File: src/rtl/switch_key_input_pkg.sv
// rtl/switch_key_input_pkg.sv - shared constants for the switch/key input peripheral
// Purpose: register word offsets and vector widths used by the top and the bench.
// Ports: none (package).
package switch_key_input_pkg;

   localparam logic [2:0] DIP_LO   = 3'd0;
   localparam logic [2:0] DIP_HI   = 3'd1;
   localparam logic [2:0] KEY_LVL  = 3'd2;
   localparam logic [2:0] KEY_EVT  = 3'd3;
   localparam logic [2:0] IRQ_MASK = 3'd4;

   localparam int NUM_DIP = 64;
   localparam int NUM_KEY = 8;

endpackage

File: src/rtl/switch_key_input_debounce.sv
// rtl/switch_key_input_debounce.sv - synchroniser plus tick-sampled debounce for a pin vector
// Purpose: invert active-low asynchronous pins, synchronise through two flops, and accept
//          a new level only after DB_SAMPLES equal samples taken on consecutive ticks.
// Ports:
//   clk_i     in   1      system clock
//   rst_i     in   1      synchronous reset, active-high
//   tick_i    in   1      one-cycle sample strobe shared by all instances
//   raw_n_i   in   WIDTH  raw active-low pins
//   level_o   out  WIDTH  debounced level, 1 = on/pressed
module input_debounce #(
   parameter int WIDTH      = 8,
   parameter int DB_SAMPLES = 4
) (
   input  logic             clk_i,
   input  logic             rst_i,
   input  logic             tick_i,
   input  logic [WIDTH-1:0] raw_n_i,
   output logic [WIDTH-1:0] level_o
);

   logic [WIDTH-1:0] sync1_q;
   logic [WIDTH-1:0] sync2_q;
   logic [WIDTH-1:0] level_q;
   logic [WIDTH-1:0] level_d;
   logic [WIDTH-1:0] hist_q [DB_SAMPLES];
   logic [WIDTH-1:0] hist_d [DB_SAMPLES];
   logic [WIDTH-1:0] all_one;
   logic [WIDTH-1:0] all_zero;

   // Qualification looks at the history including the sample being shifted in this tick,
   // so the level register changes on the edge that ends the qualifying tick cycle.
   always_comb begin
      hist_d[0] = sync2_q;
      for (int i = 1; i < DB_SAMPLES; i++) begin
         hist_d[i] = hist_q[i-1];
      end
      all_one  = '1;
      all_zero = '1;
      for (int i = 0; i < DB_SAMPLES; i++) begin
         all_one  = all_one & hist_d[i];
         all_zero = all_zero & ~hist_d[i];
      end
      level_d = (level_q | all_one) & ~all_zero;
   end

   always_ff @(posedge clk_i) begin
      if (rst_i) begin
         sync1_q <= '0;
         sync2_q <= '0;
         level_q <= '0;
         for (int i = 0; i < DB_SAMPLES; i++) begin
            hist_q[i] <= '0;
         end
      end else begin
         sync1_q <= ~raw_n_i;
         sync2_q <= sync1_q;
         if (tick_i) begin
            hist_q  <= hist_d;
            level_q <= level_d;
         end
      end
   end

   assign level_o = level_q;

endmodule

File: src/rtl/switch_key_input.sv
// rtl/switch_key_input.sv - memory-mapped DIP switch and user key input device
// Purpose: debounced switch/key levels, write-1-to-clear key-press events and a masked
//          level interrupt, read through a combinational register mux.
// Ports:
//   CLK        in   1   system clock
//   RST        in   1   synchronous reset, active-high
//   WE         in   1   bus write enable
//   WD         in   32  bus write data
//   innerADDR  in   3   word offset within the device
//   RD         out  32  bus read data (pre-write register state)
//   dip_sw_n   in   64  raw DIP switch pins, active-low
//   key_n      in   8   raw user key pins, active-low
//   irq        out  1   registered interrupt request
module switch_key_input
   import switch_key_input_pkg::*;
#(
   parameter int TICK_DIV   = 100000,
   parameter int DB_SAMPLES = 4
) (
   input  logic                 CLK,
   input  logic                 RST,
   input  logic                 WE,
   input  logic [31:0]          WD,
   input  logic [2:0]           innerADDR,
   output logic [31:0]          RD,
   input  logic [NUM_DIP-1:0]   dip_sw_n,
   input  logic [NUM_KEY-1:0]   key_n,
   output logic                 irq
);

   localparam int CNT_W = (TICK_DIV > 1) ? $clog2(TICK_DIV) : 1;

   logic [CNT_W-1:0]   cnt_q, cnt_d;
   logic               tick;
   logic [NUM_DIP-1:0] dip_lvl;
   logic [NUM_KEY-1:0] key_lvl;
   logic [NUM_KEY-1:0] key_prev_q;
   logic [NUM_KEY-1:0] key_evt_q, key_evt_d;
   logic [NUM_KEY-1:0] irq_mask_q, irq_mask_d;
   logic               irq_q, irq_d;
   logic               wd_hi_unused;

   // Only the low byte of write data carries register content.
   assign wd_hi_unused = ^WD[31:8];

   assign tick  = (cnt_q == CNT_W'(TICK_DIV - 1));
   assign cnt_d = tick ? '0 : cnt_q + CNT_W'(1);

   input_debounce #(.WIDTH(NUM_DIP), .DB_SAMPLES(DB_SAMPLES)) u_dip_db (
      .clk_i   (CLK),
      .rst_i   (RST),
      .tick_i  (tick),
      .raw_n_i (dip_sw_n),
      .level_o (dip_lvl)
   );

   input_debounce #(.WIDTH(NUM_KEY), .DB_SAMPLES(DB_SAMPLES)) u_key_db (
      .clk_i   (CLK),
      .rst_i   (RST),
      .tick_i  (tick),
      .raw_n_i (key_n),
      .level_o (key_lvl)
   );

   always_comb begin
      key_evt_d  = key_evt_q;
      irq_mask_d = irq_mask_q;
      if (WE && innerADDR == KEY_EVT) begin
         key_evt_d = key_evt_q & ~WD[7:0];
      end
      if (WE && innerADDR == IRQ_MASK) begin
         irq_mask_d = WD[7:0];
      end
      // Rising-edge set is applied after the clear so a same-cycle set wins.
      key_evt_d = key_evt_d | (key_lvl & ~key_prev_q);
      irq_d     = |(key_evt_q & irq_mask_q);
   end

   always_ff @(posedge CLK) begin
      if (RST) begin
         cnt_q      <= '0;
         key_prev_q <= '0;
         key_evt_q  <= '0;
         irq_mask_q <= '0;
         irq_q      <= 1'b0;
      end else begin
         cnt_q      <= cnt_d;
         key_prev_q <= key_lvl;
         key_evt_q  <= key_evt_d;
         irq_mask_q <= irq_mask_d;
         irq_q      <= irq_d;
      end
   end

   always_comb begin
      RD = '0;
      case (innerADDR)
         DIP_LO:   RD = dip_lvl[31:0];
         DIP_HI:   RD = dip_lvl[63:32];
         KEY_LVL:  RD = {24'd0, key_lvl};
         KEY_EVT:  RD = {24'd0, key_evt_q};
         IRQ_MASK: RD = {24'd0, irq_mask_q};
         default:  RD = '0;
      endcase
   end

   assign irq = irq_q;

endmodule

File: config.mk
export PLATFORM = sky130hd
export DESIGN_NAME = switch_key_input
export DESIGN_NICKNAME = d
export VERILOG_FILES = /design/src/rtl/switch_key_input_pkg.sv /design/src/rtl/switch_key_input_debounce.sv /design/src/rtl/switch_key_input.sv
export SDC_FILE = /design/constraint.sdc
export NUM_CORES = 1
export LEC_CHECK = 0
export ABC_CLOCK_PERIOD_IN_PS = 5400
export CORE_MARGIN = 1
export CORE_UTILIZATION = 55
export DETAILED_ROUTE_END_ITERATION = 6
export PLACE_DENSITY = 0.8
export SYNTH_ARGS = -nofsm -noshare
export SYNTH_HDL_FRONTEND = slang
export SYNTH_SLANG_ARGS = --single-unit
File: constraint.sdc
create_clock -name CLK -period 5.4 [get_ports CLK]
set_input_delay 1.35 -clock CLK [delete_from_list [all_inputs] [get_ports CLK]]
set_output_delay 1.35 -clock CLK [all_outputs]
set_load 0.05 [all_outputs]
# Yosys cells after proc, flatten, opt, wreduce, memory -nomap -nowiden
# Index checks and enable logic that the tools add are counted.
# Widths: inputs -> output; s select.
# word_totals
in_bits	110
out_inout_bits	33
regBits	474
# classes
n_mux	2
bitwise	34
addsub	1
reduce_logical	5
eq_ne	5
# op_table
operator	n
$and 64x64->64	7
$not 64->64	6
$pmux 32 s5	1
$and 8x8->8	10
$not 8->8	8
$or 64x64->64	1
$add 17x1->17 const B	1
$eq 17x17->1 const B	1
$or 8x8->8	2
$mux 8	1
$reduce_or 8->1	1
$eq 3x2->1 const B	2
$eq 3x1->1 const B	1
$eq 3x3->1 const B	1
$logic_not 3->1	1
$logic_and 1x1->1	2
$reduce_or 2->1	1

# Logic depth before layout (Yosys ltp)
# logic_depth
ltp_word	6
mapped_depth	9
ltp_nobuf	5

# By module
# Synthesis repeated with hierarchy kept, for this count alone.
# unflattened
cells_unflattened	1634
area_unflattened_um2	17166.5
# modules_own_cells
module	cells_per_inst	instances	area_per_inst_um2	seq_area_each_um2
input_debounce at u_dip_db	1230	1	13319.0	7687.4
switch_key_input	251	1	2204.6	840.8
input_debounce at u_key_db	153	1	1642.8	960.9

# Least setup slack after synthesis
# Ideal clock, no wire load.
# synth_path
path_type	in2out
startpoint	in innerADDR[1]
endpoint	out RD[3]
stages	6
required_time_ns	4.050
path_slack_ns	0.801
t_arrival_ns	3.249
path_cell_list	clkbuf_1 > clkbuf_1 > mux2i_1 > nor2_1 > a21oi_1 > o22ai_1
# synth_via
elab_chain_cells	2
elab_cells_between_ends	6
# synth_lines
element	line_no	rtl
start, declared	switch_key_input.sv:24	input logic [2:0] innerADDR,
$eq 3x3->1, or another cell as far along	switch_key_input.sv:97	case (innerADDR)
$pmux 32 s5 (*)	switch_key_input.sv:97	
end, declared	switch_key_input.sv:25	output logic [31:0] RD,
# Every way passes the cells marked *; elsewhere a longest branch is shown, timed or not.

# Worst setup path in the final report
# layout_path
startpoint	in innerADDR[2]
endpoint	out RD[3]
# Same word-level chain as after synthesis.

==> flow_metrics.env <==
export IMPL_antenna_found_initial=0
export IMPL_area_delta_synth_final_pct=17.4
export IMPL_fin_tns_setup_ns=0
export IMPL_fmax_mhz=217
export IMPL_seq_area_sq_um=9490
export IMPL_cts_setup_buffers=0
export IMPL_portBuffers=118
export IMPL_worstSetupStartpoint="innerADDR[2]"
export IMPL_crit_path_end_kind="output port"
export IMPL_syn_inst=2083
export IMPL_cts_tree="done"
export IMPL_route_antenna_remaining_nets=0
export IMPL_rows=65
export IMPL_ys_seq_area_frac=0.529
export IMPL_worst_slew_pin_slew_ns=1.26
export IMPL_vdd_drop_max_v=0.000233
export IMPL_globalplace_congestion=0.864
export IMPL_critPathTopFamily="buffers and inverters"
export IMPL_timing_final_crit_share=0.853
export IMPL_die_width_um=183
export IMPL_hold_path_depth=1
export IMPL_clk_pin_slew_ns=0.06
export IMPL_cp_num_cells=6
export IMPL_synth_area_top_cells="dfxtp_1 53%, a21oi_1 8.3%, nand3_1 8.0%"
export IMPL_status="finished clean"
export IMPL_cp_num_buf_inv=3
export IMPL_r2r_cells=6
export IMPL_synth_top_area_share=0.529
export IMPL_ys_types=39
export IMPL_drt_pass1_iterations=5
export IMPL_max_slew_margin=0.163
export IMPL_power_leakage_nw=6.81
export IMPL_clk_latency_ns=0.55
export IMPL_p_per_area_nw_per_um2=338
export IMPL_coreArea_sq_um=31800
export IMPL_grt_pass1_vias=13732
export IMPL_fin_crit_ns=4.60
export IMPL_start_kind="input port"
export IMPL_path_max_fanout=13
export IMPL_r2r_end="u_dip_db.hist_d[111]"
export IMPL_met1_usage=0.341
export IMPL_antenna_cells=0
export IMPL_grt_setup_unrepaired="no"
export IMPL_drc_errors=0
export IMPL_grt_util_met3=0.0401
export IMPL_grt_pass1_wl_um=70100
export IMPL_hold_violations=0
export IMPL_ys_ff_latch=474
export IMPL_cp_data_required_time_ns=4.05
export IMPL_drt_total_wl_um=44100
export IMPL_htreeDepth=2
export IMPL_timing_reg2reg_setup_slack_ns=2.22
export IMPL_clock_sinks=474
export IMPL_reg2reg_from="cnt_q[0]"
export IMPL_drv_slew=0
export IMPL_slowest_delay_ns=0.55
export IMPL_n_fill_cell=2465
export IMPL_ctsHoldBuffers=0
export IMPL_chipHeight_um=183
export IMPL_worstSetupEndpoint="RD[3]"
export IMPL_synth_fp_nets=2194
export IMPL_via_per_inst=6.12
export IMPL_synth_top_area_cell="dfxtp_1"
export IMPL_skew_ns=0.00756
export IMPL_multi_input_area_sq_um=7700
export IMPL_use_met2=0.408
export IMPL_vias=15564
export IMPL_grt_max_degree=217
export IMPL_syn_avg_cell_area_sq_um=8.61
export IMPL_hold_path_class="register to register"
export IMPL_io_pins=143
export IMPL_max_cap_violations=0
export IMPL_synthesis_area_sq_um=17900
export IMPL_cts_buffers=47
export IMPL_initial_core_util=0.564
export IMPL_setup_viol=0
export IMPL_cp_arrival_ns=3.25
export IMPL_crit_type="input port to output port"
export IMPL_drive_gt1_frac=0.0641
export IMPL_dpl_hpwl_um=26100
export IMPL_drt_wirelength_per_cell_um=17.3
export IMPL_grt_ovfl_total=0
export IMPL_dieArea_sq_um=33300
export IMPL_finalPower_mw=7.11
export IMPL_track_usage=0.256
export IMPL_clk_path_buf_depth=3
export IMPL_cts_resized=0
export IMPL_cts_root_buf="clkbuf_16"
export IMPL_cpMaxStageDelayCell="nor2b_1"
export IMPL_globalRoute_busiestLayer="met2"
export IMPL_yosys_warnings=0
export IMPL_drt_iter0_markers=1763
export IMPL_nNetsFinal=2183
export IMPL_crit_chain="clkdlybuf4s50_1, buf_4, nor2b_1, a21oi_1, o22ai_1, buf_12"
[cells in the final DEF (no fill, tap or decap), types with 9 or more instances in the layout]
cell / count
clkbuf_8: 12
a21oi_1: 298
nor2b_1: 89
clkdlybuf4s50_1: 85
o21ai_0: 281
mux2i_1: 24
nand3_1: 286
nor2_1: 114
clkbuf_16: 49
or3_1: 66
a22o_1: 24
clkbuf_1: 11
nand2_1: 12
o31ai_1: 9
nor4_1: 67
dfxtp_1: 474
nand4_1: 78
buf_4: 14
or4_1: 9
buf_12: 37
[final cells by class]
type                    count  area share
multi-input cells        1411       0.366
clock buffers              72      0.0680
well taps                 435      0.0259
clock inverters            12     0.00808
inverters                   1    0.000178
flip-flops and latches    474       0.451
repair buffers            137      0.0813
[layer usage]
layer  wire length (um)  part of all wire
met1              18600              0.42
met2              20900              0.47
met3               2900             0.066
met4               1730             0.039
met5                  0                 0
[worst register-to-register path, stage by stage, from the launching register on]
cell and delay, ns:
dfxtp_1 0.32, ha_1 0.26, nand3_1 0.20, or3_4 0.97
buf_4 0.90, o21ai_0 0.28, a21oi_1 0.18
[cells by family after synthesis]
kind of cell	count (synthesis)	share of synthesized area
AOI/OAI and AO/OA	634	0.185
xor gates and xnor gates	13	0.00635
adders and majority gates	1	0.000697
buffers and inverters	198	0.0435
DFF	474	0.529
muxes	24	0.0134
and+or+nand+nor	739	0.222
[worst min path at each step]
stage,from,endpoint,slack (ns)
3_5_place_dp,u_dip_db.sync1_q[15],u_dip_db.sync2_q[15],0.42
6_report,u_key_db.sync1_q[0],u_key_db.sync2_q[0],0.43
3_3_place_gp,u_dip_db.sync1_q[2],u_dip_db.sync2_q[2],0.42
4_1_cts,u_dip_db.sync1_q[15],u_dip_db.sync2_q[15],0.44
5_1_grt,u_dip_db.sync1_q[9],u_dip_db.sync2_q[9],0.45
2_1_floorplan,u_dip_db.sync1_q[0],u_dip_db.sync2_q[0],0.41
[Yosys cell counts, drive strengths merged]
cell      n
xnor2     8
or3      67
inv       1
or3b      1
buf      22
dfxtp   474
nand2b    1
ha        1
clkbuf  175
nor3      3
o21ai   289
nor2b    90
a41oi     1
mux2i    24
o21bai    1
a21oi   298
and2      1
and3      3
and4      2
nand3   286
o22ai     8
or4      10
a22oi     4
and3b     1
nor3b     1
nand2    13
and4b     1
nor4     67
nand4    78
o31ai     9
nor2    114
xor2      5
a22o     24
[registers in the layout, summed over array words and instances (netlist names)]
signal,count
u_key_db.sync1_q,8
u_key_db.hist_d,24
u_dip_db.sync2_q,64
u_dip_db.sync1_q,64
key_evt_q,8
u_key_db.sync2_q,8
irq_mask_q,8
cnt_q,17
u_dip_db.hist_d,192
irq,1
u_dip_db.level_o,64
key_prev_q,8
u_key_db.level_o,8
[stage by stage]
step	cells	hold WS (ns)	utilization	cell area [sq um]	worst slack [ns]
floorplan	2083	0.414	-	17900	0.801
global placement	2458	0.415	0.612	19500	0.868
detailed placement	2458	0.422	0.612	19500	0.870
CTS	2542	0.436	0.662	21100	0.869
global route	2542	0.454	0.662	21100	0.742
finish	2542	0.432	0.662	21100	0.795
[power breakdown]
group	leakage (nW)	internal, mW	switching [mW]
sequential	3.85	3.55	0.0284
clock	0.788	2.01	1.31
combinational	2.18	0.0981	0.107
total	6.81	5.66	1.45
Power figures use the tool's default switching activity.
